## config.mk

```make
export PLATFORM = sky130hd
export DESIGN_NAME = iic_arbiter
export DESIGN_NICKNAME = d
export VERILOG_FILES = /design/src/rtl/iic_arbiter.sv
export SDC_FILE = /design/constraint.sdc
export NUM_CORES = 1
export LEC_CHECK = 0
export CORE_MARGIN = 1.5
export CORE_UTILIZATION = 41
export DETAILED_ROUTE_END_ITERATION = 8
export PLACE_DENSITY = 0.75
export SYNTH_ARGS = -nofsm -noshare
export SYNTH_HDL_FRONTEND = slang
export SYNTH_SLANG_ARGS = --single-unit
export TNS_END_PERCENT = 5
```

## constraint.sdc

```tcl
create_clock -name clk -period 1.9 [get_ports clk]
set_input_delay 0.38 -clock clk [delete_from_list [all_inputs] [get_ports clk]]
set_output_delay 0.38 -clock clk [all_outputs]
set_load 0.02 [all_outputs]
```

## src/rtl/iic_arbiter.sv

```systemverilog
// iic_arbiter: round-robin share of one I2C byte master between two clients.
// Optional ARB_TIMEOUT_EN revokes an idle grant after TIMEOUT_CYC cycles.
module iic_arbiter #(
    parameter int MAX_XFER    = 16,
    parameter int TIMEOUT_CYC = 1000
) (
    input  logic       clk,
    input  logic       rst,
    input  logic       c0_req,
    input  logic       c0_lock,
    input  logic       c0_start,
    input  logic [7:0] c0_data,
    input  logic       c0_dc,
    output logic       c0_gnt,
    output logic       c0_done,
    input  logic       c1_req,
    input  logic       c1_lock,
    input  logic       c1_start,
    input  logic [7:0] c1_data,
    input  logic       c1_dc,
    output logic       c1_gnt,
    output logic       c1_done,
    output logic       iic_start,
    output logic [7:0] iic_data,
    output logic       dc,
    input  logic       iic_done,
    output logic       err_timeout
);

    localparam logic [1:0] IDLE  = 2'd0;
    localparam logic [1:0] GRANT = 2'd1;
    localparam logic [1:0] BUSY  = 2'd2;

    logic [1:0] state;
    logic       last_gnt;
    logic [7:0] xfer_cnt;

    // last_gnt doubles as the holder index while a session is open
    logic       h_req;
    logic       h_lock;
    logic       h_start;
    logic [7:0] h_data;
    logic       h_dc;
    logic       o_req;
    logic       pick;
    logic [8:0] cnt_nxt;
    logic       preempt;

    assign h_req   = last_gnt ? c1_req   : c0_req;
    assign h_lock  = last_gnt ? c1_lock  : c0_lock;
    assign h_start = last_gnt ? c1_start : c0_start;
    assign h_data  = last_gnt ? c1_data  : c0_data;
    assign h_dc    = last_gnt ? c1_dc    : c0_dc;
    assign o_req   = last_gnt ? c0_req   : c1_req;
    assign pick    = (c0_req & c1_req) ? ~last_gnt : c1_req;
    assign cnt_nxt = {1'b0, xfer_cnt} + 9'd1;
    assign preempt = o_req & ~h_lock & (cnt_nxt >= 9'(MAX_XFER));

`ifdef ARB_TIMEOUT_EN
    logic [23:0] tmr;
    logic        tmr_hit;

    assign tmr_hit = (tmr == 24'(TIMEOUT_CYC - 1));

    always_ff @(posedge clk) begin
        if (rst) begin
            tmr         <= '0;
            err_timeout <= 1'b0;
        end else if (state != GRANT) begin
            tmr <= '0;
        end else if (h_start || !h_req) begin
            tmr <= '0;
        end else if (tmr_hit) begin
            tmr         <= '0;
            err_timeout <= 1'b1;
        end else begin
            tmr <= tmr + 24'd1;
        end
    end
`else
    logic tmr_hit;

    assign tmr_hit     = 1'b0;
    assign err_timeout = 1'b0;
`endif

    always_ff @(posedge clk) begin
        if (rst) begin
            state     <= IDLE;
            last_gnt  <= 1'b1;
            xfer_cnt  <= '0;
            c0_gnt    <= 1'b0;
            c1_gnt    <= 1'b0;
            c0_done   <= 1'b0;
            c1_done   <= 1'b0;
            iic_start <= 1'b0;
            iic_data  <= '0;
            dc        <= 1'b0;
        end else begin
            iic_start <= 1'b0;
            c0_done   <= 1'b0;
            c1_done   <= 1'b0;
            unique case (state)
                IDLE: begin
                    if (c0_req || c1_req) begin
                        last_gnt <= pick;
                        c0_gnt   <= ~pick;
                        c1_gnt   <= pick;
                        xfer_cnt <= '0;
                        state    <= GRANT;
                    end
                end
                GRANT: begin
                    if (h_start) begin
                        iic_data  <= h_data;
                        dc        <= h_dc;
                        iic_start <= 1'b1;
                        state     <= BUSY;
                    end else if (!h_req || tmr_hit) begin
                        c0_gnt <= 1'b0;
                        c1_gnt <= 1'b0;
                        state  <= IDLE;
                    end
                end
                BUSY: begin
                    if (iic_done) begin
                        c0_done <= ~last_gnt;
                        c1_done <= last_gnt;
                        if (xfer_cnt != 8'hFF) begin
                            xfer_cnt <= cnt_nxt[7:0];
                        end
                        if (!h_req || preempt) begin
                            c0_gnt <= 1'b0;
                            c1_gnt <= 1'b0;
                            state  <= IDLE;
                        end else begin
                            state <= GRANT;
                        end
                    end
                end
                default: begin
                    c0_gnt <= 1'b0;
                    c1_gnt <= 1'b0;
                    state  <= IDLE;
                end
            endcase
        end
    end

endmodule
```

# --- Yosys cells after proc, flatten, opt, wreduce, memory -nomap -nowiden ---
# Index checks and enable logic that the tools add are counted.
word_totals:
  reg_bits: 25
  wordCells: 69
classes:
  add_sub_neg: 1
  bitwise: 9
  eq_ne: 10
  n_reduce_logical: 12
  order_cmp: 1
  mux: 26
ops:
  columns: ["cell", "n"]
  rows:
  - ["two-way mux 8 bit", 4]
  - ["case mux 8 bit (2 select lines)", 1]
  - ["two-way mux 1 bit", 14]
  - ["inequality test 2 bit (second input constant)", 6]
  - ["adder 8 x 1 -> 9 bit (second input constant)", 1]
  - ["greater-or-equal comparator 9 x 5 -> 1 bit (second input constant)", 1]
  - ["two-way mux 2 bit", 4]
  - ["inequality test 8 bit (second input constant)", 1]
  - ["NOT 1 bit", 6]
  - ["case mux 1 bit (3 select lines)", 2]
  - ["case mux 2 bit (3 select lines)", 1]
  - ["AND reduction 5 bit", 1]
  - ["AND reduction 2 bit", 2]
  - ["AND reduction 4 bit", 1]
  - ["AND 1 bit", 3]
  - ["inequality test 3 bit (second input constant)", 1]
  - ["AND reduction 3 bit", 1]
  - ["OR reduction 3 bit", 1]
  - ["equality test 2 x 1 -> 1 bit (second input constant)", 1]
  - ["equality test 2 bit (second input constant)", 1]
  - ["zero test 2 bit", 1]
  - ["logical OR 1 bit", 2]
  - ["nonzero test 2 bit", 1]
  - ["OR reduction 2 bit", 1]
  - ["zero test 1 bit", 1]

# --- Logic depth before layout (Yosys ltp) ---
depth:
  depth_word: 8
  ltp_mapped: 6
  ltp_nobuf: 6

# --- Least setup slack after synthesis ---
# No wires, ideal clock.
synth_timing:
  path_type: "flip-flop to flip-flop"
  start: "register xfer_cnt[0]"
  end: "register c0_gnt"
  path_slack_ns: 0.207
  path_buffers: 0
  path_stages_with_launch: 7
  setup_time_ns: 0.072
  arrival_time_ns: 1.622
  t_required_ns: 1.828
  path_cell_list: "dfxtp_1 ha_1 and4_2 a21oi_1 a2111oi_4 a221oi_2 mux2i_1"
synth_between:
  elab_chain_len: 6
synth_lines:
  columns: ["item", "line", "source"]
  rows:
  - ["from (decl)", "36", "logic [7:0] xfer_cnt;"]
  - ["from (signal assigned)", "130", "xfer_cnt <= cnt_nxt[7:0];"]
  - ["adder 8 x 1 -> 9 bit", "56", "assign cnt_nxt = {1'b0, xfer_cnt} + 9'd1;"]
  - ["greater-or-equal comparator 9 x 5 -> 1 bit", "57", "assign preempt = o_req & ~h_lock & (cnt_nxt >= 9'(MAX_XFER));"]
  - ["AND 1 bit", "57", null]
  - ["logical OR 1 bit", "132", "if (!h_req || preempt) begin"]
  - ["inequality test 2 bit (no source line)", null, null]
  - ["AND reduction 5 bit (no source line)", null, null]
  - ["to (signal assigned)", "107", "c0_gnt <= ~pick;"]
  - ["to (decl)", "14", "output logic c0_gnt,"]
# Every way passes these cells.
# A chain may end at the register's enable or synchronous reset.

# --- Worst setup path in the final report ---
layout_timing:
  start: "register xfer_cnt[1]"
  end: "register c1_gnt"
layout_between:
  elab_chain_len: 6
layout_lines:
  columns: ["item", "line", "source"]
  rows:
  - ["adder 8 x 1 -> 9 bit", "56", null]
  - ["greater-or-equal comparator 9 x 5 -> 1 bit", "57", null]
  - ["AND 1 bit", "57", null]
  - ["logical OR 1 bit", "132", null]
  - ["inequality test 2 bit (no source line)", null, null]
  - ["AND reduction 5 bit (no source line)", null, null]
  - ["to (signal assigned)", "108", "c1_gnt <= pick;"]
  - ["to (decl)", "21", "output logic c1_gnt,"]
# Every way passes these cells.

==> impl_results.md <==
- Iteration-0 DRC count of the detailed router: 57
- Area added between synthesis and finish: 43.1%
- Ratio of cells with drive above 1 in the final layout: 13.8%
- Launch point of the worst reg-to-reg path: xfer_cnt[1]
- Count leader, synth: dfxtp_1
- Post-CTS setup buffer count: 0
- Synthesis warning total: 0
- Final Hold Viols: 0
- Max-cap violation count: 0
- Die width: 59.0 um
- Post-synth EDFFs: 0
- Final count of pins violating max slew: 0
- Sum of buffers and inverters on the critical path: 0
- DR vias: 1180
- DR pass1 iterations: 4
- Congestion Overflow GR: 0
- Longest Clk Path Bufs: 2
- Worst hold stages: 2
- Count of nets left with antenna violations after detail routing: 0
- Clock buffers created by TritonCTS: 3
- Async set or reset register ratio after synthesis: 0%
- Weighted congestion reported at the end of routability-driven placement: 0.866
- LEAKAGE: 0.686 nW
- IR Drop Worst-Case VDD: 0.534 mV
- Sort of element at the end of the critical path: flop
- Sequential cell area: 500 um^2
- Clk Latency, worst-skew pair: 0.31 ns
- ANT cells: 0
- Core Rows: 20
- Min-Delay Path Class: reg2reg
- Layout Nets: 218
- Sequential share of the synthesized area: 38.9%
- Clock Tree Root: clkbuf_4
- Minimum setup slack after placement: -0.148 ns
- Effective utilization at floorplan: 42.5%
- Post-synthesis register bit count: 25
- Number of sinks on the clock net: 25
- Clock slew at the register clock pins of the worst setup and hold paths: 0.13 ns
- Vias per cell: 5.06
- Type of origin of the critical path: flop
- Slowest stage cell on the critical path: dfxtp_1
- Core Box Area: 0.00303 mm^2
- Crit-path max FO: 5
- Actual transition at the worst max-transition pin: 0.621 ns
- Residual DRC: 0
- First-pass GRT wire length: 4.92 mm
- Number of global-route vias before repair: 1139
- Mean post-synth cell area: 9.13 um^2
- Data required time at the worst endpoint: 2.13 ns
- Worst setup path category: reg2reg
- Ranking of synthesized cells by instance count: 25 x dfxtp_1, 21 x nor2_1, 11 x mux2i_1, 10 x a211oi_1
- Critical Path AT: 1.99 ns
- H-tree depth: 1
- Die area: 0.00349 mm^2
- Initial antenna violation count: 0
- Critical Path, Cell by Cell: ha_2, and4_2, a21oi_2, a2111oi_4, a221oi_2, o32ai_2
- Wire length reported by the detailed router: 2.95 mm
- Max incr delay on CP: 0.42 ns
- Mapped Area: 0.00129 mm^2
- Post-Place Cell Area: 0.00181 mm^2
- Cell variety after synth: 40
- Cell count after synthesis: 141
- Footprint of the multi-input gates: 742 um^2
- Overall global routing resource usage: 18.4%
- R2R cell count: 6
- Worst rel slew slack: 58.5%
- Max Fclk: 0.569 GHz
- Finished layout cell area: 0.00184 mm^2
- Final instance count without filler cells: 233
- Clock tree from TritonCTS: built
- Post-layout worst setup margin: 0.142 ns
- Leading area contributor after synthesis: dfxtp_1
- Crit share post-route: 92.5%
- Fin crit period: 1.76 ns
- Sum of net half-perimeters after detailed placement: 2.31 mm
- Post-synthesis net count: 169
- Source of the worst hold timing path: c0_gnt
- Final setup vio count: 0
- Placed cell count: 229
- Endpoint of the worst hold-timing path: c0_gnt
- Die extent in y: 59.0 um
- Setup slack, reg-to-reg: 0.14 ns
- DR WL/cell: 12.6 um
- Destination of the worst register-to-register timing path: c1_gnt
- Cell family with most CP delay: compound AO/OA/AOI/OAI gates
- Number of port buffers: 40
- Power per unit of standard cell area: 640 mW/mm^2
- Predominant post-synthesis flop cell: dfxtp_1
- Worst setup startpoint: xfer_cnt[1]
- Total of fill cells in the finished design: 263
- Leading cell types by total area after synthesis: dfxtp_1 39%, mux2i_1 8.6%, nor2_1 6.1%
- Result of the run: finished clean
- Area share of the largest cell type after synthesis: 38.9%
- Worst hold slack: 0.487 ns
- Largest net degree at the start of global routing: 20
- I/O Pins: 42
- Worst clock skew: 0.00104 ns
- Post-Route Utilization: 60.8%
-- registers in the layout, indices dropped and copies added (netlist names) --
register   count
iic_start      1
xfer_cnt       8
c1_done        1
c0_gnt         1
dc             1
state          2
last_gnt       1
c0_done        1
iic_data       8
c1_gnt         1
-- how the worst max path moves through the flow --
stage | end | slack, ns | cells after the start
floorplan | c0_gnt | 0.21 | 6
global placement | c0_gnt | -0.1 | 6
detailed placement | c0_gnt | -0.15 | 6
CTS | c0_gnt | 0.03 | 6
global route | c1_gnt | -0.01 | 6
finish | c1_gnt | 0.14 | 6
-- cell type report --
type                    count  share of cell area, %
repair buffers             52                   27.3
well taps                  44                   2.99
multi-input cells         104                   40.3
inverters                   4                  0.815
clock buffers               4                   1.43
flip-flops and latches     25                   27.2
-- tightest hold or removal path: cells and delay by family (launching register included) --
family / cells / cell delay [ns]
and+or+nand+nor: 1 / 0.06
muxes: 1 / 0.06
DFF: 1 / 0.33
-- through the flow --
stage          power (mW)  setup TNS, ns
2_1_floorplan       0.793              0
3_3_place_gp        0.950         -0.600
3_5_place_dp        0.958          -1.28
4_1_cts              1.19              0
5_1_grt              1.24        -0.0133
6_report             1.18              0
-- placed cells by master (no fill, tap or decap), types with 3 or more instances in the layout --
master           instances
nand2b_1                 5
a21oi_1                  3
nor3_1                   5
clkdlybuf4s50_1         40
dfxtp_1                 25
mux2i_1                 11
clkbuf_4                 3
a211oi_1                10
nand2_1                  8
nor2_1                  21
inv_1                    4
buf_4                   11
xnor2_1                  8
-- per-layer routing --
metal  vias up  part of all wire (%)  global-route usage (%)
li1        604                     -                       -
met1       538                    42                    22.1
met2        36                    51                    32.9
met3         2                   6.1                    5.46
met4         0                  0.61                    2.92
met5         -                     0                       0
-- cell families after synthesis --
family | count (synthesis) | share of synthesized area [%]
AOI/OAI and AO/OA | 25 | 17.3
xor gates and xnor gates | 8 | 5.44
DFF | 25 | 38.9
adders and majority gates | 1 | 0.972
buffers and inverters | 12 | 3.98
and+or+nand+nor | 57 | 23.7
muxes | 12 | 9.43
other | 1 | 0.291
-- what timing repair did --
item | 4_1_cts | 5_1_grt
endpoints found under the hold margin | 0 | 0
resized for setup | 0 | 2
hold buffers | 0 | 0
setup endpoints to repair | 0 | 3
-- power by group --
part / switching, mW / total, mW / internal, mW
clock network: 0.150 / 0.232 / 0.0819
registers: 0.0262 / 0.586 / 0.560
logic: 0.168 / 0.361 / 0.193
total: 0.344 / 1.18 / 0.834
Power figures use the tool's default switching activity.
